**src/rtl/uart_tx_mmio_if.sv**
```systemverilog
// Purpose: bus bundle between the core data port and the memory-mapped UART
//          transmitter. The core drives the write side; the UART answers with
//          combinational read data.
// Signals:
//   bdi   [31:0]  write data (only the low byte matters to the UART)
//   baddr [31:0]  byte address
//   bwr           write strobe, one access per cycle
//   bsz   [1:0]   access size (ignored by the UART)
//   bdo   [31:0]  read data, combinational
interface uart_tx_mmio_if;
  logic [31:0] bdi;
  logic [31:0] baddr;
  logic        bwr;
  logic [1:0]  bsz;
  logic [31:0] bdo;

  modport master (output bdi, output baddr, output bwr, output bsz, input bdo);
  modport slave  (input bdi, input baddr, input bwr, input bsz, output bdo);
endinterface

```
**src/rtl/uart_tx_mmio.sv**
```systemverilog
// Purpose: memory-mapped 8N1 UART transmitter. Byte writes to DATA are queued
//          in a small FIFO and shifted out LSB first on tx; STATUS reports
//          {ovf, busy, empty, full} and a write with bit 3 set clears ovf.
// Ports:
//   clk    clock, all state on posedge
//   rst_n  asynchronous active-low reset
//   bus    slave side of uart_tx_mmio_if (bdi, baddr, bwr, bsz in; bdo out)
//   tx     serial output, idle high, registered
//   irq    high while the FIFO is empty and the transmitter is idle
module uart_tx_mmio #(
  parameter logic [31:0] BASE         = 32'h80000000,
  parameter int          CLKS_PER_BIT = 16,
  parameter int          LOG_DEPTH    = 3
) (
  input  logic           clk,
  input  logic           rst_n,
  uart_tx_mmio_if.slave  bus,
  output logic           tx,
  output logic           irq
);

  localparam int DEPTH  = 1 << LOG_DEPTH;
  localparam int BAUD_W = (CLKS_PER_BIT > 2) ? $clog2(CLKS_PER_BIT) : 1;
  localparam logic [BAUD_W-1:0] BAUD_LAST = BAUD_W'(CLKS_PER_BIT - 1);
  localparam logic [29:0] WIN_DATA = BASE[31:2];
  localparam logic [29:0] WIN_STAT = BASE[31:2] + 30'd1;

  typedef enum logic [1:0] {
    S_IDLE,
    S_START,
    S_DATA,
    S_STOP
  } state_t;

  logic [7:0]          r_mem [DEPTH];
  logic [LOG_DEPTH:0]  r_wrPtr;
  logic [LOG_DEPTH:0]  r_rdPtr;
  logic                r_ovf;
  state_t              r_state;
  state_t              w_stateNext;
  logic [BAUD_W-1:0]   r_baudCnt;
  logic [BAUD_W-1:0]   w_baudNext;
  logic [2:0]          r_bitCnt;
  logic [2:0]          w_bitNext;
  logic [7:0]          r_shreg;
  logic [7:0]          w_shregNext;
  logic                r_tx;
  logic                w_txNext;
  logic                w_pop;
  logic                w_push;
  logic                w_empty;
  logic                w_full;
  logic                w_selData;
  logic                w_selStat;
  logic                w_bitEnd;
  logic [7:0]          w_head;
  logic                w_unused;

  assign w_selData = (bus.baddr[31:2] == WIN_DATA);
  assign w_selStat = (bus.baddr[31:2] == WIN_STAT);

  // Extra pointer bit distinguishes full from empty when the index bits match.
  assign w_empty = (r_wrPtr == r_rdPtr);
  assign w_full  = (r_wrPtr[LOG_DEPTH] != r_rdPtr[LOG_DEPTH]) &&
                   (r_wrPtr[LOG_DEPTH-1:0] == r_rdPtr[LOG_DEPTH-1:0]);
  assign w_head  = r_mem[r_rdPtr[LOG_DEPTH-1:0]];

  // Full is judged before the edge, so a write that meets a pop is still lost.
  assign w_push  = bus.bwr && w_selData && !w_full;

  assign w_bitEnd = (r_baudCnt == BAUD_LAST);

  assign bus.bdo = w_selStat ? {28'b0, r_ovf, (r_state != S_IDLE), w_empty, w_full}
                             : 32'b0;

  assign tx  = r_tx;
  assign irq = w_empty && (r_state == S_IDLE);

  assign w_unused = ^{bus.bsz, bus.bdi[31:8], bus.baddr[1:0]};

  always_ff @(posedge clk) begin
    if (w_push) begin
      r_mem[r_wrPtr[LOG_DEPTH-1:0]] <= bus.bdi[7:0];
    end
  end

  always_ff @(posedge clk or negedge rst_n) begin
    if (!rst_n) begin
      r_wrPtr <= '0;
      r_rdPtr <= '0;
      r_ovf   <= 1'b0;
    end else begin
      if (w_push) begin
        r_wrPtr <= r_wrPtr + 1'b1;
      end
      if (w_pop) begin
        r_rdPtr <= r_rdPtr + 1'b1;
      end
      if (bus.bwr && w_selData && w_full) begin
        r_ovf <= 1'b1;
      end else if (bus.bwr && w_selStat && bus.bdi[3]) begin
        r_ovf <= 1'b0;
      end
    end
  end

  always_ff @(posedge clk or negedge rst_n) begin
    if (!rst_n) begin
      r_state   <= S_IDLE;
      r_baudCnt <= '0;
      r_bitCnt  <= '0;
      r_shreg   <= '0;
      r_tx      <= 1'b1;
    end else begin
      r_state   <= w_stateNext;
      r_baudCnt <= w_baudNext;
      r_bitCnt  <= w_bitNext;
      r_shreg   <= w_shregNext;
      r_tx      <= w_txNext;
    end
  end

  // w_txNext is the line level for the cycle after the edge, so tx stays a
  // clean register output and a pop drives the start bit on the same edge.
  always_comb begin
    w_stateNext = r_state;
    w_baudNext  = r_baudCnt;
    w_bitNext   = r_bitCnt;
    w_shregNext = r_shreg;
    w_txNext    = r_tx;
    w_pop       = 1'b0;
    case (r_state)
      S_IDLE: begin
        w_txNext = 1'b1;
        if (!w_empty) begin
          w_pop       = 1'b1;
          w_shregNext = w_head;
          w_baudNext  = '0;
          w_stateNext = S_START;
          w_txNext    = 1'b0;
        end
      end
      S_START: begin
        if (w_bitEnd) begin
          w_baudNext  = '0;
          w_bitNext   = '0;
          w_stateNext = S_DATA;
          w_txNext    = r_shreg[0];
        end else begin
          w_baudNext = r_baudCnt + 1'b1;
          w_txNext   = 1'b0;
        end
      end
      S_DATA: begin
        if (w_bitEnd) begin
          w_baudNext  = '0;
          w_shregNext = {1'b0, r_shreg[7:1]};
          if (r_bitCnt == 3'd7) begin
            w_stateNext = S_STOP;
            w_txNext    = 1'b1;
          end else begin
            w_bitNext = r_bitCnt + 1'b1;
            w_txNext  = r_shreg[1];
          end
        end else begin
          w_baudNext = r_baudCnt + 1'b1;
        end
      end
      S_STOP: begin
        if (w_bitEnd) begin
          w_baudNext = '0;
          if (!w_empty) begin
            w_pop       = 1'b1;
            w_shregNext = w_head;
            w_stateNext = S_START;
            w_txNext    = 1'b0;
          end else begin
            w_stateNext = S_IDLE;
            w_txNext    = 1'b1;
          end
        end else begin
          w_baudNext = r_baudCnt + 1'b1;
          w_txNext   = 1'b1;
        end
      end
      default: begin
        w_stateNext = S_IDLE;
        w_txNext    = 1'b1;
      end
    endcase
  end

endmodule
```
**src/flat_wrapper.sv**
```systemverilog
// flat-port wrapper written by rule: the top's interface ports become plain ports
module uart_tx_mmio_flat 
#(
  parameter logic [31:0] BASE         = 32'h80000000,
  parameter int          CLKS_PER_BIT = 16,
  parameter int          LOG_DEPTH    = 3
)
  (clk, rst_n, tx, irq, bus_bdi, bus_baddr, bus_bwr, bus_bsz, bus_bdo);
  uart_tx_mmio_if bus_i ();
  input  logic clk;
  input  logic rst_n;
  output logic tx;
  output logic irq;
  input wire logic [$bits(bus_i.bdi)-1:0] bus_bdi;
  input wire logic [$bits(bus_i.baddr)-1:0] bus_baddr;
  input wire logic [$bits(bus_i.bwr)-1:0] bus_bwr;
  input wire logic [$bits(bus_i.bsz)-1:0] bus_bsz;
  output wire logic [$bits(bus_i.bdo)-1:0] bus_bdo;
  assign bus_i.bdi = bus_bdi;
  assign bus_i.baddr = bus_baddr;
  assign bus_i.bwr = bus_bwr;
  assign bus_i.bsz = bus_bsz;
  assign bus_bdo = bus_i.bdo;
  uart_tx_mmio #(.BASE(BASE), .CLKS_PER_BIT(CLKS_PER_BIT), .LOG_DEPTH(LOG_DEPTH)) u_core (.clk(clk), .rst_n(rst_n), .bus(bus_i), .tx(tx), .irq(irq));
endmodule
```
**config.mk**
```make
export PLATFORM = sky130hd
export DESIGN_NAME = uart_tx_mmio_flat
export DESIGN_NICKNAME = d
export VERILOG_FILES = /design/src/rtl/uart_tx_mmio_if.sv /design/src/rtl/uart_tx_mmio.sv /design/src/flat_wrapper.sv
export SDC_FILE = /design/constraint.sdc
export NUM_CORES = 1
export LEC_CHECK = 0
export ABC_CLOCK_PERIOD_IN_PS = 5700
export CAP_MARGIN = 10
export CORE_MARGIN = 8
export CORE_UTILIZATION = 50
export DETAILED_ROUTE_END_ITERATION = 12
export MAX_ROUTING_LAYER = met4
export PLACE_DENSITY = 0.8
export SLEW_MARGIN = 10
export SYNTH_ARGS = -nofsm -noshare
export SYNTH_HDL_FRONTEND = slang
export SYNTH_SLANG_ARGS = --single-unit
```
**constraint.sdc**
```tcl
create_clock -name clk -period 5.7 [get_ports clk]
set_clock_uncertainty 0.15 [all_clocks]
set_input_delay 0.57 -clock clk [delete_from_list [all_inputs] [get_ports clk]]
set_output_delay 0.57 -clock clk [all_outputs]
set_load 0.005 [all_outputs]
```
==> Word-level counts from Yosys, hierarchy flattened <==
Memory sizes are Yosys's and may differ from the RTL's.
Cells that the tools add are included.
{ "word_totals": {"output_inout_bits": 34, "in_bits": 69, "memories": 1, "word_cells": 78, "ram_bits": 64, "reg_bits": 27} }
{ "op_classes": {"addsub": 4, "muxes": 32, "eq_ne": 16, "n_reduce_logical": 17} }
{ "mem_list": {"columns": ["memory", "depth", "word_bits", "read_ports", "rd_ports_with_merged_regs", "wr", "line_no", "text"], "rows": [
  ["u_core.r_mem", 8, 8, 1, 0, 1, "uart_tx_mmio.sv:35", "logic [7:0] r_mem [DEPTH];"]
]} }
{ "ops": {"columns": ["op", "count"], "rows": [
  ["30-bit == test (second input constant)", 2],
  ["8-bit two-way mux", 3],
  ["8-bit case mux with 3 select lines", 1],
  ["4-bit by 1-bit adder with 4-bit output (second input constant)", 3],
  ["1-bit two-way mux", 12],
  ["4-bit two-way mux", 3],
  ["2-bit two-way mux", 5],
  ["3-bit two-way mux", 3],
  ["2-bit by 1-bit inequality test with 1-bit output (second input constant)", 4],
  ["2-bit case mux with 4 select lines", 1],
  ["4-bit case mux with 2 select lines", 1],
  ["1-bit logical AND", 7],
  ["3-bit case mux with 2 select lines", 1],
  ["2-bit nonzero test", 3],
  ["5-bit AND reduction", 1],
  ["2-bit == test (second input constant)", 2],
  ["4-bit == test", 1],
  ["4-bit == test (second input constant)", 1],
  ["2-bit inequality test (second input constant)", 2],
  ["1-bit case mux with 4 select lines", 1],
  ["4-bit AND reduction", 1],
  ["3-bit by 1-bit adder with 3-bit output (second input constant)", 1],
  ["3-bit == test", 1],
  ["3-bit == test (second input constant)", 1],
  ["8 further kinds", 8]
]} }

==> Depth between registers and ports, before layout <==
{ "depth": {"ltp_word": 6, "depth_mapped": 7, "mapped_depth_nobuf": 6} }

==> Worst setup path before layout <==
OpenSTA, ideal clock, no wires.
{ "synth_timing": {"path_type": "in2reg", "startpoint": "in bus_baddr[26]", "endpoint": "mem u_core.r_mem[5][0], enable pin", "t_arrival_ps": 2265, "path_slack_ps": 2901, "stages": 5, "required_ps": 5167, "n_path_buf": 1, "cell_sequence": "nor4_1 nand4_1 or3_1 buf_6 nor3_1"} }
{ "synth_between": {"elab_chain_len": 5} }
{ "synth_rtl": {"columns": ["element", "line_no", "text"], "rows": [
  ["start: declaration", "flat_wrapper.sv:15", "input wire logic [$bits(bus_i.baddr)-1:0] bus_baddr;"],
  ["30-bit == test", "uart_tx_mmio.sv:59", "assign w_selData = (bus.baddr[31:2] == WIN_DATA);"],
  ["1-bit logical AND (2 in series)", "uart_tx_mmio.sv:69", "assign w_push = bus.bwr && w_selData && !w_full;"],
  ["1-bit two-way mux", "uart_tx_mmio.sv:82", "if (w_push) begin"],
  ["1-bit two-way mux (not written as such)", "uart_tx_mmio.sv:83", "r_mem[r_wrPtr[LOG_DEPTH-1:0]] <= bus.bdi[7:0];"],
  ["end: declaration", "uart_tx_mmio.sv:35", null]
]} }
Every way passes these cells.

==> Worst setup path after layout <==
{ "layout_timing": {"startpoint": "reg u_core.r_rdPtr[2]", "endpoint": "out irq"} }
{ "layout_between": {"elab_chain_len": 2} }
{ "layout_rtl": {"columns": ["element", "line_no", "text"], "rows": [
  ["start: declaration", "uart_tx_mmio.sv:37", "logic [LOG_DEPTH:0] r_rdPtr;"],
  ["start signal: assignment", "uart_tx_mmio.sv:97", "r_rdPtr <= r_rdPtr + 1'b1;"],
  ["4-bit == test", "uart_tx_mmio.sv:63", "assign w_empty = (r_wrPtr == r_rdPtr);"],
  ["1-bit logical AND", "uart_tx_mmio.sv:77", "assign irq = w_empty && (r_state == S_IDLE);"],
  ["end: declaration", "flat_wrapper.sv:13", "output logic irq;"]
]} }
Every way passes these cells.

==> run_results.csv <==
group,metric,value,unit
run_status,outcome,"finished clean",
floorplan,ios,103,
global_routing,antenna_found_initial,0,
clocking,ctsHoldBuffers,0,
timing,fmax,274.0,MHz
timing,finalCritPeriodShare,64.02,%
route,drt_iter0_markers,158,
logic_synthesis,syn_area,4523,um^2
route,vias,2696,
clocking,cts_resized,0,
setup_path,critPathKind,"reg -> out",
power,power.density,263.1,nW/um^2
setup_path,path_depth,4,
logic_synthesis,synth_compound_area_share,6.252,%
setup_path,cp_slowest_cell,"dfrtp_1",
floorplan,start_util,51.61,%
run,max_cap_viol_count,0,
hold_path,hold_class,"reg -> reg",
finish,design_area,5136,um^2
logic_synthesis,ys_top_cells_by_area,"edfxtp_1 42%, dfrtp_1 14%, mux4_2 8.0%",
clocking,htree_levels,3,
timing,relSlewSlack,43.77,%
logic_synthesis,yosys.area_share.simple,11.20,%
logic_synthesis,synthAdderAreaFrac,2.766,%
route,finalWirelength,8695,um
route,via_per_inst,5.664,
global_routing,grt.total_usage,14.87,%
placed_design,gp_congestion,0.7374,
logic_synthesis,seq_area_frac_synth,57.46,%
logic_synthesis,synth_top_cell_by_area,"edfxtp_1",
timing,setup_ws,2.051,ns
logic_synthesis,synth_cells,318,
setup_path,path_delay_family,"simple AND/OR/NAND/NOR gates",
logic_synthesis,synth_top_family_by_area,"multiplexers",
placed_design,place_ws,2.165,ns
logic_synthesis,yosys_warnings,0,
route,wl_per_cell,18.27,um
floorplan,core,8763,um^2
clocking,numCtsBuffers,9,
clocking,clkTransAtPathRegs,0.09,ns
logic_synthesis,synthFlopType,"edfxtp_1",
logic_synthesis,synthXorXnorAreaFrac,2.130,%
setup_path,r2r_cells,4,
setup_path,cp.arrival,2.93,ns
global_routing,grt_pass1_vias,2777,
setup_path,crit_path_start_kind,"flop",
logic_synthesis,async_flop_share,29.67,%
clocking,clockRootBuffer,"clkbuf_8",
global_routing,grt_overflow_total,0,
clocking,cts_buffer_depth,2,
timing,finalHoldViolCount,0,
timing,slew_viol_final,0,
timing,rsz0062_at_grt,"false",
finish,antenna_cells,0,
timing,tightestPinTransition,0.8434,ns
finish,n_fill_cell,692,
global_routing,grt_start_max_net_pins,28,
setup_path,reg2reg_setup_slack,2.46,ns
clocking,clock_sinks,91,
route,postRouteAntennaNets,0,
route,drc,0,
logic_synthesis,synth_mux_area_share,11.81,%
floorplan,design.die.area,12350,um^2
setup_path,crit_chain,"xnor2_1, and4_1, and2_1, clkdlybuf4s50_1",
clocking,postCtsSetupRepairBufs,0,
timing,finalSetupViolCount,0,
clocking,clk_latency,0.36,ns
floorplan,die_y,111.1,um
global_routing,grt_first_pass_wirelength,14340,um
power,p_leak,1.921,nW
logic_synthesis,synth_top_cell_area_share,42.49,%
placed_design,portBuffers,46,
clocking,cts_tree,"done",
timing,period_needed,3.649,ns
setup_path,cp.buffers_inverters,1,
setup_path,max_stage_delay,0.90,ns
finish,drive_gt1_share,14.67,%
setup_path,end_kind,"output pin",
route,firstDrtPassIters,4,
setup_path,critPathMaxFanout,19,
placed_design,post_dp_cell_area,4938,um^2
logic_synthesis,synth-edff-count,64,
hold_path,holdPathStages,1,
power,ir_worst_vdd,0.2401,mV
floorplan,dieWidth,111.1,um
timing,finalSetupTns,0,ns
placed_design,place_hpwl,6098,um
floorplan,fp-row-count,34,
logic_synthesis,synth_seq_cells,91,
logic_synthesis,synth_cell_type_count,51,
finish,area.growth.synth_to_final,13.55,%
logic_synthesis,syn_area_per_cell,14.22,um^2
setup_path,required,4.98,ns
finish,fin_nets,442,
==> cell usage after synthesis, drive strengths merged (3+ instances only) <==
master	instances
nor3	8
inv	11
mux2i	14
nor2	10
nand2	12
nand4	5
a21oi	5
mux2	3
a22o	3
xnor2	5
edfxtp	64
a21o	3
buf	40
mux4	16
nand3	7
nor4	17
a211o	7
dfrtp	26
nor4b	5
clkbuf	6
xor2	6
ha	10
o21ai	6
==> registers in the layout, indices dropped and copies added (netlist names) <==
| signal | count |
|---|---|
| u_core.r_shreg | 8 |
| u_core.tx | 1 |
| u_core.r_mem | 64 |
| u_core.r_baudCnt | 4 |
| u_core.r_wrPtr | 4 |
| u_core.r_state | 2 |
| u_core.r_rdPtr | 4 |
| u_core.r_ovf | 1 |
| u_core.r_bitCnt | 3 |
==> metal layers <==
layer | routed length, um | global-route usage (%) | up-vias
met5 | 0 | - | -
met4 | 70 | 3.822 | 0
met3 | 652 | 5.411 | 8
met2 | 4366 | 24.17 | 83
met1 | 3605 | 17.09 | 1345
li1 | - | - | 1260
==> placed cells by master, fill, tap and decap left out, types with 9 or more instances in the layout <==
master            n
nor2_1           10
ha_1             10
mux4_2           16
edfxtp_1         64
clkbuf_8          9
nand2_1          12
mux2i_1          14
inv_1            11
clkdlybuf4s50_1  46
dfrtp_1          26
nor4_1           12
conb_1           28
==> per-stage QoR <==
step           utilization, %  power, mW  hold slack, ns  std cells
6_report                58.61      1.351          0.3488        476
5_1_grt                 58.61      1.409          0.3835        476
3_3_place_gp            56.35     0.9245          0.3207        460
2_1_floorplan               -     0.8840          0.1244        345
3_5_place_dp            56.35     0.9332          0.3293        460
4_1_cts                 58.61      1.360          0.3470        476
==> worst reg2reg max path, delay by kind of cell, from the launching register on <==
| family | cells | cell delay (ns) |
|---|---|---|
| AO/OA/AOI/OAI | 1 | 0.34 |
| XOR/XNOR | 1 | 0.25 |
| flip-flops | 1 | 0.90 |
| AND/OR/NAND/NOR | 2 | 1.24 |
==> final cells by class <==
type / instances / area, um^2 / area share (%)
Clock inverter: 7 / 73.82 / 1.437
Tap cell: 108 / 135.1 / 2.631
Sequential cell: 91 / 2599 / 50.60
Multi-Input combinational cell: 197 / 1650 / 32.13
Clock buffer: 9 / 123.9 / 2.412
Inverter: 11 / 41.29 / 0.8039
Timing Repair Buffer: 53 / 513.0 / 9.988
==> power by group <==
group / internal, mW / total (mW) / switching [mW]
logic: 0.0836 / 0.154 / 0.0705
registers: 0.737 / 0.765 / 0.0282
clock network: 0.205 / 0.432 / 0.227
==> cell families after synthesis <==
| family | count (synthesis) |
|---|---|
| mux | 33 |
| fa+ha+maj | 10 |
| flops | 91 |
| other cells | 1 |
| buf+inv | 57 |
| simple gates | 77 |
| compound gates | 38 |
| xor+xnor | 11 |
==> path summary, 6_finish.rpt <==
| path | startpoint | endpoint |
|---|---|---|
| setup / recovery | u_core.r_rdPtr[2] | irq |
| hold / removal | u_core.r_shreg[5] | u_core.r_shreg[5] |
| setup reg to reg | u_core.r_rdPtr[2] | u_core.r_mem[4][1] |
| hold reg to reg | u_core.r_shreg[5] | u_core.r_shreg[5] |
| max in group asynchronous | rst_n | u_core.tx |
| min in group asynchronous | rst_n | u_core.r_baudCnt[3] |
No activity file was read; power rests on OpenSTA's default activity.
==> RTL change, RTL diff (config.mk and constraints unchanged) <==
Re-encode `state_t` (4 states) as one-hot, 4 bits wide.
--- a/src/rtl/uart_tx_mmio.sv
+++ b/src/rtl/uart_tx_mmio.sv
@@ -27,7 +27,7 @@
 
-  typedef enum logic [1:0] {
-    S_IDLE,
-    S_START,
-    S_DATA,
-    S_STOP
+  typedef enum logic [3:0] {
+    S_IDLE  = 4'b0001,
+    S_START = 4'b0010,
+    S_DATA  = 4'b0100,
+    S_STOP  = 4'b1000
   } state_t;
Function: same outputs for any inputs over 10 cycles, from zero or initial values and one cycle with rst_n low; not proved beyond that.
==> RTL change against the unedited design <==
Global-route usage grew 0.51 points; final area down 2.0%; first-iteration DRC count is 16% lower; worst setup slack better by 0.29 ns; area after synthesis decreased by 4.3%; wire length decreased by 3.1%; utilization up 0.24 points; clock power is 23% higher; hold slack better by 0.020 ns; combinational power down 41%; sequential cell count grew 2; power is 2.2% higher; non-clock buffer count shrank 3.
==> RTL change: results <==
metrics = {
    "run_status": {
        "outcome": "completed",
    },
    "global_routing": {
        "grt_usage": 0.154,
        "grt_pass1_wl_um": 13300,
        "antenna_found_initial": 0,
        "grt_pass1_vias": 2518,
        "grt_max_degree": 30,
        "overflow": 0,
    },
    "cells_and_area": {
        "antenna_cells": 0,
        "nets": 423,
        "drive_gt1_frac": 0.150,
        "fillers": 657,
    },
    "drt": {
        "wl_per_cell_um": 18.2,
        "via_per_inst": 5.42,
        "first_iter_violations": 133,
    },
    "hold_path": {
        "hold_path.startpoint": "u_core.r_shreg[0]",
        "worstHoldEndpoint": "u_core.r_shreg[0]",
    },
    "logic_synthesis": {
        "async_flop_share": 0.312,
        "synth_area_leaders": "edfxtp_1 (44%), dfrtp_1 (16%), mux4_2 (8.3%), buf_4 (5.2%), mux2_2 (2.9%)",
        "yosys.cell_types.count": 47,
        "ys_seq_area_frac": 0.612,
        "yosys-top-cells-count": "edfxtp_1 (64), buf_4 (30), dfrtp_1 (27)",
    },
    "setup_path": {
        "worstReg2RegEnd": "u_core.r_mem[4][0]",
        "r2r_setup_slack_ns": 2.34,
        "rr_startpoint": "u_core.r_rdPtr[1]",
        "reg2regPathDepth": 5,
    },
    "sta": {
        "fin_hold_ws_ns": 0.369,
        "max_slew_margin": 0.299,
    },
    "power": {
        "vdd_ir_drop_max_v": 0.000234,
        "internal-power_mw": 1.09,
        "leakage_nw": 1.84,
    },
    "clocking": {
        "numCtsBuffers": 9,
        "path_clk_slew_ns": 0.09,
    },
    "placed_design": {
        "place_hpwl_um": 5890,
        "gp_congestion": 0.861,
    },
}
-- RTL change: cell types whose count changed after synthesis, sizes merged, moves of 5 or more --
cell,before,now
nor2,10,15
mux2,3,11
mux2i,14,9
o21ai,6,15
inv,11,5
a211o,7,0
nand2,12,20
nor4,17,7
ha,10,5
-- RTL change: through the flow --
step,setup slack [ns],instance area (µm²),std cells,util
CTS,2.18,5030,462,0.589
floorplan,2.97,4430,328,-
detailed placement,2.14,4790,446,0.560
global route,1.91,5030,462,0.589
finish,2.34,5030,462,0.589
global placement,2.25,4790,446,0.560
-- RTL change: worst max-delay path, cell delays in order, from the launching register on --
cell      delay, ns
dfrtp_1        1.05
xnor2_1        0.28
a41oi_1        0.22
nor4b_4        0.38
nand2b_1       0.18
nor2_1         0.74
-- RTL change: logic make-up (layout without fill, tap and decap cells) --
group / Yosys count / after routing / synth area share
AO/OA/AOI/OAI: 37 / 37 / 0.0587
buffers and inverters: 45 / 71 / 0.0676
AND/OR/NAND/NOR: 72 / 72 / 0.0893
adder cells (fa/ha/maj): 5 / 5 / 0.0145
multiplexers: 36 / 36 / 0.133
flip-flops: 93 / 93 / 0.612
XOR/XNOR: 12 / 12 / 0.0243
other: 1 / 28 / 0.000866
-- RTL change: routing by layer --
metal,share of wire,vias to the layer above,routed length (µm),track usage
met5,0,-,0,-
met4,0.0083,0,70,0.0440
met3,0.065,7,544,0.0325
met2,0.53,78,4430,0.266
met1,0.40,1240,3380,0.176
li1,-,1180,-,-
-- RTL change: how the worst max path moves through the flow --
stage | from | slack [ns] | end | depth (start not counted)
2_1_floorplan | bus_baddr[5] | 2.97 | u_core.r_mem[0][0] | 5
3_3_place_gp | bus_baddr[8] | 2.25 | u_core.r_mem[5][2] | 6
3_5_place_dp | bus_baddr[8] | 2.14 | u_core.r_mem[5][6] | 6
4_1_cts | u_core.r_rdPtr[1] | 2.18 | u_core.r_mem[5][5] | 5
5_1_grt | u_core.r_rdPtr[1] | 1.91 | u_core.r_mem[3][1] | 5
6_report | u_core.r_rdPtr[1] | 2.34 | u_core.r_mem[4][0] | 5
-- RTL change: final cells by class --
type,count,share of cell area
Sequential cell,93,0.527
Multi-Input combinational cell,190,0.297
Timing Repair Buffer,50,0.0975
Tap cell,108,0.0269
Clock buffer,10,0.0254
Clock inverter,6,0.0231
Inverter,5,0.00373
-- RTL change: power by group through the flow --
stage | sequential [mW] | clock (mW) | combinational, mW
2_1_floorplan | 0.765 | 0 | 0.0623
3_3_place_gp | 0.772 | 0 | 0.0873
3_5_place_dp | 0.774 | 0 | 0.0910
4_1_cts | 0.759 | 0.538 | 0.0914
5_1_grt | 0.762 | 0.567 | 0.100
6_report | 0.759 | 0.531 | 0.0910
